`src/rtl/spi_reg_pkg.sv`:
```
// Shared types and helpers for the SPI register-access controller.
package spi_reg_pkg;

  typedef enum logic [2:0] {
    S_IDLE,
    S_RD_BUS,
    S_WAIT_RDUMMY,
    S_WAIT_WDATA,
    S_WR_BUS
  } state_t;

  typedef struct packed {
    logic       rd;
    logic [6:0] addr;
  } cmd_t;

  localparam int CMD_RD_BIT = 7;

  function automatic cmd_t decode_cmd(input logic [7:0] b);
    cmd_t c;
    c.rd   = b[CMD_RD_BIT];
    c.addr = b[6:0];
    return c;
  endfunction

  function automatic logic [7:0] status_byte(input logic [4:0] id_hi, input logic proto,
                                             input logic bus, input logic timeout);
    return {id_hi, proto, bus, timeout};
  endfunction

endpackage

```
`src/rtl/spi_timeout_cnt.sv`:
```
// Wait-state watchdog: down-counter reloaded on clear, expired at terminal count.
module spi_timeout_cnt #(
  parameter int TIMEOUT_CYC = 4096
) (
  input  logic clk,
  input  logic rst_n,
  input  logic clear,
  input  logic enable,
  output logic expired
);

  localparam int CW = $clog2(TIMEOUT_CYC);
  localparam logic [CW-1:0] TC_LOAD = CW'(TIMEOUT_CYC - 1);

  logic [CW-1:0] cnt;

  always_ff @(posedge clk or negedge rst_n) begin
    if (!rst_n) begin
      cnt <= TC_LOAD;
    end else if (clear) begin
      cnt <= TC_LOAD;
    end else if (enable && (cnt != '0)) begin
      cnt <= cnt - 1'b1;
    end
  end

  assign expired = (cnt == '0);

endmodule

```
`src/rtl/spi_reg_ctrl.sv`:
```
// SPI command/register-access controller: decodes command frames, runs register bus
// cycles and keeps the slave transmit byte loaded with read data or a status byte.
module spi_reg_ctrl
  import spi_reg_pkg::*;
#(
  parameter int         TIMEOUT_CYC = 4096,
  parameter logic [7:0] STATUS_ID   = 8'hA0
) (
  input  logic       i_Clk,
  input  logic       i_Rst_n,
  input  logic       i_Clk_en,
  input  logic [7:0] i_rx_byte,
  input  logic       i_byte_ready,
  input  logic       i_spi_busy,
  output logic [7:0] o_tx_byte,
  output logic       o_tx_ready,
  output logic       o_reg_req,
  output logic       o_reg_wr,
  output logic [6:0] o_reg_addr,
  output logic [7:0] o_reg_wdata,
  input  logic       i_reg_ack,
  input  logic [7:0] i_reg_rdata,
  input  logic       i_err_clr,
  output logic       o_err_timeout,
  output logic       o_err_bus,
  output logic       o_err_proto,
  output logic       o_idle
);

  state_t     state, state_nxt;
  cmd_t       cmd;
  logic       expired;
  logic       in_bus, in_wait;
  logic       err_to_set, err_bus_set, err_proto_set;
  logic       err_to_nxt, err_bus_nxt, err_proto_nxt;
  logic       rd_done, idle_entry, load_new, tx_pending, boot_load;
  logic [7:0] tx_src;

  assign cmd     = decode_cmd(i_rx_byte);
  assign in_bus  = (state == S_RD_BUS) || (state == S_WR_BUS);
  assign in_wait = in_bus || (state == S_WAIT_RDUMMY) || (state == S_WAIT_WDATA);

  spi_timeout_cnt #(.TIMEOUT_CYC(TIMEOUT_CYC)) u_timeout (
    .clk     (i_Clk),
    .rst_n   (i_Rst_n),
    .clear   (i_Clk_en && ((state_nxt != state) || i_byte_ready)),
    .enable  (i_Clk_en && in_wait),
    .expired (expired)
  );

  always_comb begin
    state_nxt     = state;
    err_to_set    = 1'b0;
    err_bus_set   = 1'b0;
    err_proto_set = 1'b0;
    rd_done       = 1'b0;
    case (state)
      S_IDLE: begin
        if (i_byte_ready) state_nxt = cmd.rd ? S_RD_BUS : S_WAIT_WDATA;
      end
      S_RD_BUS: begin
        err_proto_set = i_byte_ready;
        if (i_reg_ack) begin
          rd_done   = 1'b1;
          state_nxt = S_WAIT_RDUMMY;
        end else if (expired) begin
          err_bus_set = 1'b1;
          state_nxt   = S_IDLE;
        end
      end
      S_WAIT_RDUMMY: begin
        if (i_byte_ready) begin
          state_nxt = S_IDLE;
        end else if (expired) begin
          err_to_set = 1'b1;
          state_nxt  = S_IDLE;
        end
      end
      S_WAIT_WDATA: begin
        if (i_byte_ready) begin
          state_nxt = S_WR_BUS;
        end else if (expired) begin
          err_to_set = 1'b1;
          state_nxt  = S_IDLE;
        end
      end
      S_WR_BUS: begin
        err_proto_set = i_byte_ready;
        if (i_reg_ack) begin
          state_nxt = S_IDLE;
        end else if (expired) begin
          err_bus_set = 1'b1;
          state_nxt   = S_IDLE;
        end
      end
      default: state_nxt = S_IDLE;
    endcase
  end

  // Set beats clear; the status byte captures flags as they will be after this edge.
  assign err_to_nxt    = err_to_set    | (o_err_timeout & ~i_err_clr);
  assign err_bus_nxt   = err_bus_set   | (o_err_bus     & ~i_err_clr);
  assign err_proto_nxt = err_proto_set | (o_err_proto   & ~i_err_clr);

  assign idle_entry = (state_nxt == S_IDLE) && (state != S_IDLE);
  assign load_new   = idle_entry || rd_done || boot_load;
  assign tx_src     = rd_done ? i_reg_rdata
                              : status_byte(STATUS_ID[7:3], err_proto_nxt, err_bus_nxt, err_to_nxt);

  // Request drops in the expiry cycle itself unless ack arrives alongside it.
  assign o_reg_req = in_bus && (i_reg_ack || !expired);
  assign o_reg_wr  = (state == S_WR_BUS);
  assign o_idle    = (state == S_IDLE);

  always_ff @(posedge i_Clk or negedge i_Rst_n) begin
    if (!i_Rst_n) begin
      state <= S_IDLE;
    end else if (i_Clk_en) begin
      state <= state_nxt;
    end
  end

  always_ff @(posedge i_Clk or negedge i_Rst_n) begin
    if (!i_Rst_n) begin
      o_reg_addr    <= '0;
      o_reg_wdata   <= '0;
      o_tx_byte     <= '0;
      o_tx_ready    <= 1'b0;
      tx_pending    <= 1'b1;
      boot_load     <= 1'b1;
      o_err_timeout <= 1'b0;
      o_err_bus     <= 1'b0;
      o_err_proto   <= 1'b0;
    end else if (i_Clk_en) begin
      boot_load     <= 1'b0;
      o_err_timeout <= err_to_nxt;
      o_err_bus     <= err_bus_nxt;
      o_err_proto   <= err_proto_nxt;
      if ((state == S_IDLE) && i_byte_ready) o_reg_addr <= cmd.addr;
      if ((state == S_WAIT_WDATA) && i_byte_ready) o_reg_wdata <= i_rx_byte;
      if (load_new) o_tx_byte <= tx_src;
      // The slave only takes a load between frames, so a pending load waits for busy to fall.
      o_tx_ready <= (tx_pending || load_new) && !i_spi_busy;
      tx_pending <= (tx_pending || load_new) && i_spi_busy;
    end
  end

endmodule

```
`config.mk`:
```
export PLATFORM = sky130hd
export DESIGN_NAME = spi_reg_ctrl
export DESIGN_NICKNAME = d
export VERILOG_FILES = /design/src/rtl/spi_reg_pkg.sv /design/src/rtl/spi_timeout_cnt.sv /design/src/rtl/spi_reg_ctrl.sv
export SDC_FILE = /design/constraint.sdc
export NUM_CORES = 1
export LEC_CHECK = 0
export BUFFER_PORTS_ARGS = -buffer_cell sky130_fd_sc_hd__buf_4
export CAP_MARGIN = 20
export CORE_AREA = 2 2 71 73
export CTS_BUF_LIST = sky130_fd_sc_hd__clkbuf_4 sky130_fd_sc_hd__clkbuf_8
export DETAILED_ROUTE_END_ITERATION = 6
export DIE_AREA = 0 0 73 75
export HOLD_SLACK_MARGIN = 0.15
export PLACE_DENSITY_LB_ADDON = 0.25
export SKIP_CTS_REPAIR_TIMING = 1
export SLEW_MARGIN = 10
export SYNTH_ARGS = -nofsm -noshare
export SYNTH_HDL_FRONTEND = slang
export SYNTH_HIERARCHICAL = 1
export SYNTH_SLANG_ARGS = --single-unit
```
`constraint.sdc`:
```
create_clock -name i_Clk -period 2.5 [get_ports i_Clk]
set_input_delay 0.25 -clock i_Clk [delete_from_list [all_inputs] [get_ports i_Clk]]
set_output_delay 0.25 -clock i_Clk [all_outputs]
set_load 0.1 [all_outputs]
```
==> run metrics <==
Layout Cells excl Fill=335; maximum number of pins on one net before global-route repair=45; number of detailed-route iterations in the first pass=4; quantity of I/O buffers inserted on ports=52; register cell area after layout=0.00112 mm2; number of antenna violations at the first check in global routing=0; GR Overflow Total=0; worst endpoint required time=2.25 ns; most common library cell in the layout ignoring fill and taps=buf_4; most frequent cells in the layout=buf_4, dfrtp_1, inv_1, dfstp_2, nand2_1; average vias per placed instance=5.80; fin nets=306; DRC violations left=0; final routed wirelength across all metal layers=5190 um; die area=0.00548 mm2; maximum level of the CTS H-tree=2; Final setup viols=0; transition time at the pin with the least slew margin=0.731 ns; sequence of cells on the critical path=or4_1 > or2_4 > nor3_2 > buf_4 > a211oi_4 > buf_4; TritonCTS clock tree=yes; Max-slew headroom=0.508; Initial Util=0.494; reported max-cap violation count=0; horizontal die dimension=73 um; Yosys warning total=6; combinational family with the most area after synthesis=compound AO/OA/AOI/OAI gates; Clock Tree Root=clkbuf_8; kind of cell with the highest combined delay on the critical path=simple AND/OR/NAND/NOR gates; total buffers and inverters traversed by the critical path=2; Chip Height=75 um; startpoint of the lowest-slack hold path=i_rx_byte[1]; Critical Path Max Stage Delay=0.52 ns; synthesized-area fraction occupied by ao, oa, aoi and oai cells=0.175; layout cells sized above 1=0.367; number of inserted diodes=0; post-synthesis share of cell area spent on xor and xnor gates=0.0114; synthesized-area fraction occupied by adder cells=0.0109; area used by multi-input combinational logic=0.00107 mm2; crit-path max FO=7; launch point of the critical path=u_timeout/cnt[4]$_DFFE_PN1P_; minimum clock period after layout=2.42 ns; type of the worst min-delay path=input pin to register; via count of the first global-routing pass=1804; clock skew after layout=0.00424 ns; mux share of post-synthesis cell area=0.0917; number of violations reported at the end of detailed-routing iteration 0=121; Setup crit start kind=register; synthesis-to-layout area growth=25.8%; clock tree buffer depth=2; Worst setup EP type=output pin; arrival time of the worst setup path=2.17 ns; standard cell with the maximum stage delay on the critical path=or4_1; post-synthesis sequential area ratio=0.485; worst reg2reg path startpoint=u_timeout/cnt[4]$_DFFE_PN1P_; worst slack on hold paths=0.178 ns; number of register bits inferred by synthesis=44; basic-gate share of the synthesized area counting and, or, nand and nor cells=0.164; outcome=completed; global placer's final weighted congestion=0.833; period utilisation layout=0.966; Core Rows=25; Avg Inst Size Synth=10.4 um2; CTS sink count=44; wire length of the first global-routing pass=8480 um; summed instance area of the synthesized netlist=0.00230 mm2; highest achievable clock rate=414 MHz; filler cell count=390; Inserted Clock Buffers=5; half-perimeter wire length after placement=3670 um; CP dominant cell by count=buf_4; number of nets still failing antenna checks after routing=0; count of unique library cells instantiated by Yosys=53; clock slew seen by the registers of the worst setup and hold paths=0.08 ns; Synthesized Nets=247; detail-routed net length per standard cell=15.5 um; clock insertion delay at the later pin of the skew report=0.29 ns; EDFF count, synth=0; critical path start-end classification=register to output pin; GRT Total Usage=0.200; setup repair after global routing missed its margin=no; proportion of register bits with asynchronous set or reset after synthesis=1.00; Top-Level Pins=53; area of the core region=0.00466 mm2; flip-flop cell with the highest count after synthesis=dfrtp_1; Inst Count DP=324; Pins Over Slew Limit=0; detailed-route via count=1943; final hold viol count=0; Mapped Cells=222
[Yosys cell counts (2+ instances only)]
cell	count	area share
o211ai_1	2	0.0065
o21ai_0	10	0.022
or3_1	3	0.0081
o22ai_1	3	0.0081
dfrtp_1	30	0.33
o311ai_0	3	0.011
or4_1	6	0.020
nor4_1	5	0.014
o31ai_1	9	0.029
inv_1	19	0.031
o41ai_2	2	0.014
nor3b_1	2	0.0065
a21boi_0	2	0.0065
nand2b_1	5	0.014
nand2_1	12	0.020
nor3_1	2	0.0043
ha_1	2	0.011
o21ai_1	3	0.0065
mux2i_1	2	0.0087
mux2_1	7	0.034
xnor2_1	2	0.0076
nor2b_1	4	0.011
buf_2	5	0.011
nand3_1	6	0.013
dfstp_2	14	0.16
nor2_1	7	0.011
a21o_1	3	0.0098
nor4b_1	3	0.011
a31oi_1	4	0.011
a21oi_1	6	0.013
clkbuf_1	6	0.0098
and2_1	2	0.0054
mux2_2	10	0.049
o32ai_1	2	0.0076
[cell families after synthesis]
| logic type | count (synthesis) |
|---|---|
| compound gates | 57 |
| xor+xnor | 3 |
| flops | 44 |
| fa+ha+maj | 2 |
| simple gates | 64 |
| mux | 19 |
| buf+inv | 33 |
[worst paths after layout]
check                      cells after the start                      endpoint  slack (ns)
min in group asynchronous                      2         o_err_bus$_DFFE_PN0P_        0.48
max                                            6                     o_reg_req        0.08
min                                            2    o_reg_wdata[1]$_DFFE_PN0P_        0.18
min reg2reg                                    2    o_reg_wdata[7]$_DFFE_PN0P_        0.49
max reg2reg                                    7      o_tx_byte[4]$_DFFE_PN0P_        0.13
max in group asynchronous                      2  u_timeout/cnt[2]$_DFFE_PN1P_        1.63
[flip-flops by register name (all words and copies together), names as in the netlist]
| signal | cells |
|---|---|
| o_err_timeout | 1 |
| o_err_proto | 1 |
| state | 3 |
| tx_pending | 1 |
| o_tx_ready | 1 |
| o_err_bus | 1 |
| o_tx_byte | 8 |
| boot_load | 1 |
| o_reg_wdata | 8 |
| o_reg_addr | 7 |
| u_timeout/cnt | 12 |
[final cells by class]
| class | count | share of cell area |
|---|---|---|
| Clock inverter | 2 | 0.00431 |
| Clock buffer | 5 | 0.0237 |
| Multi-Input combinational cell | 146 | 0.369 |
| Tap cell | 54 | 0.0233 |
| Timing Repair Buffer | 65 | 0.169 |
| Inverter | 19 | 0.0246 |
| Sequential cell | 44 | 0.386 |
[stage by stage]
stage | utilization | setup slack (ns) | TNS, ns | cell area, um2
global route | 0.622 | 0.00133 | 0 | 2900
detailed placement | 0.598 | 0.123 | 0 | 2790
CTS | 0.615 | 0.0844 | 0 | 2870
finish | 0.622 | 0.0848 | 0 | 2900
floorplan | - | -0.00926 | -0.0278 | 2330
global placement | 0.598 | 0.178 | 0 | 2790
[layer usage]
metal | wire length, um | GRT usage | up-vias
met3 | 275 | 0.0388 | 9
li1 | - | - | 931
met1 | 2280 | 0.271 | 932
met5 | 0 | 0 | -
met4 | 66 | 0.0720 | 0
met2 | 2570 | 0.321 | 71
Power is left out: the tool's default activity adds up to more than one toggle a clock period on the data nets, which glitch-free logic cannot reach.
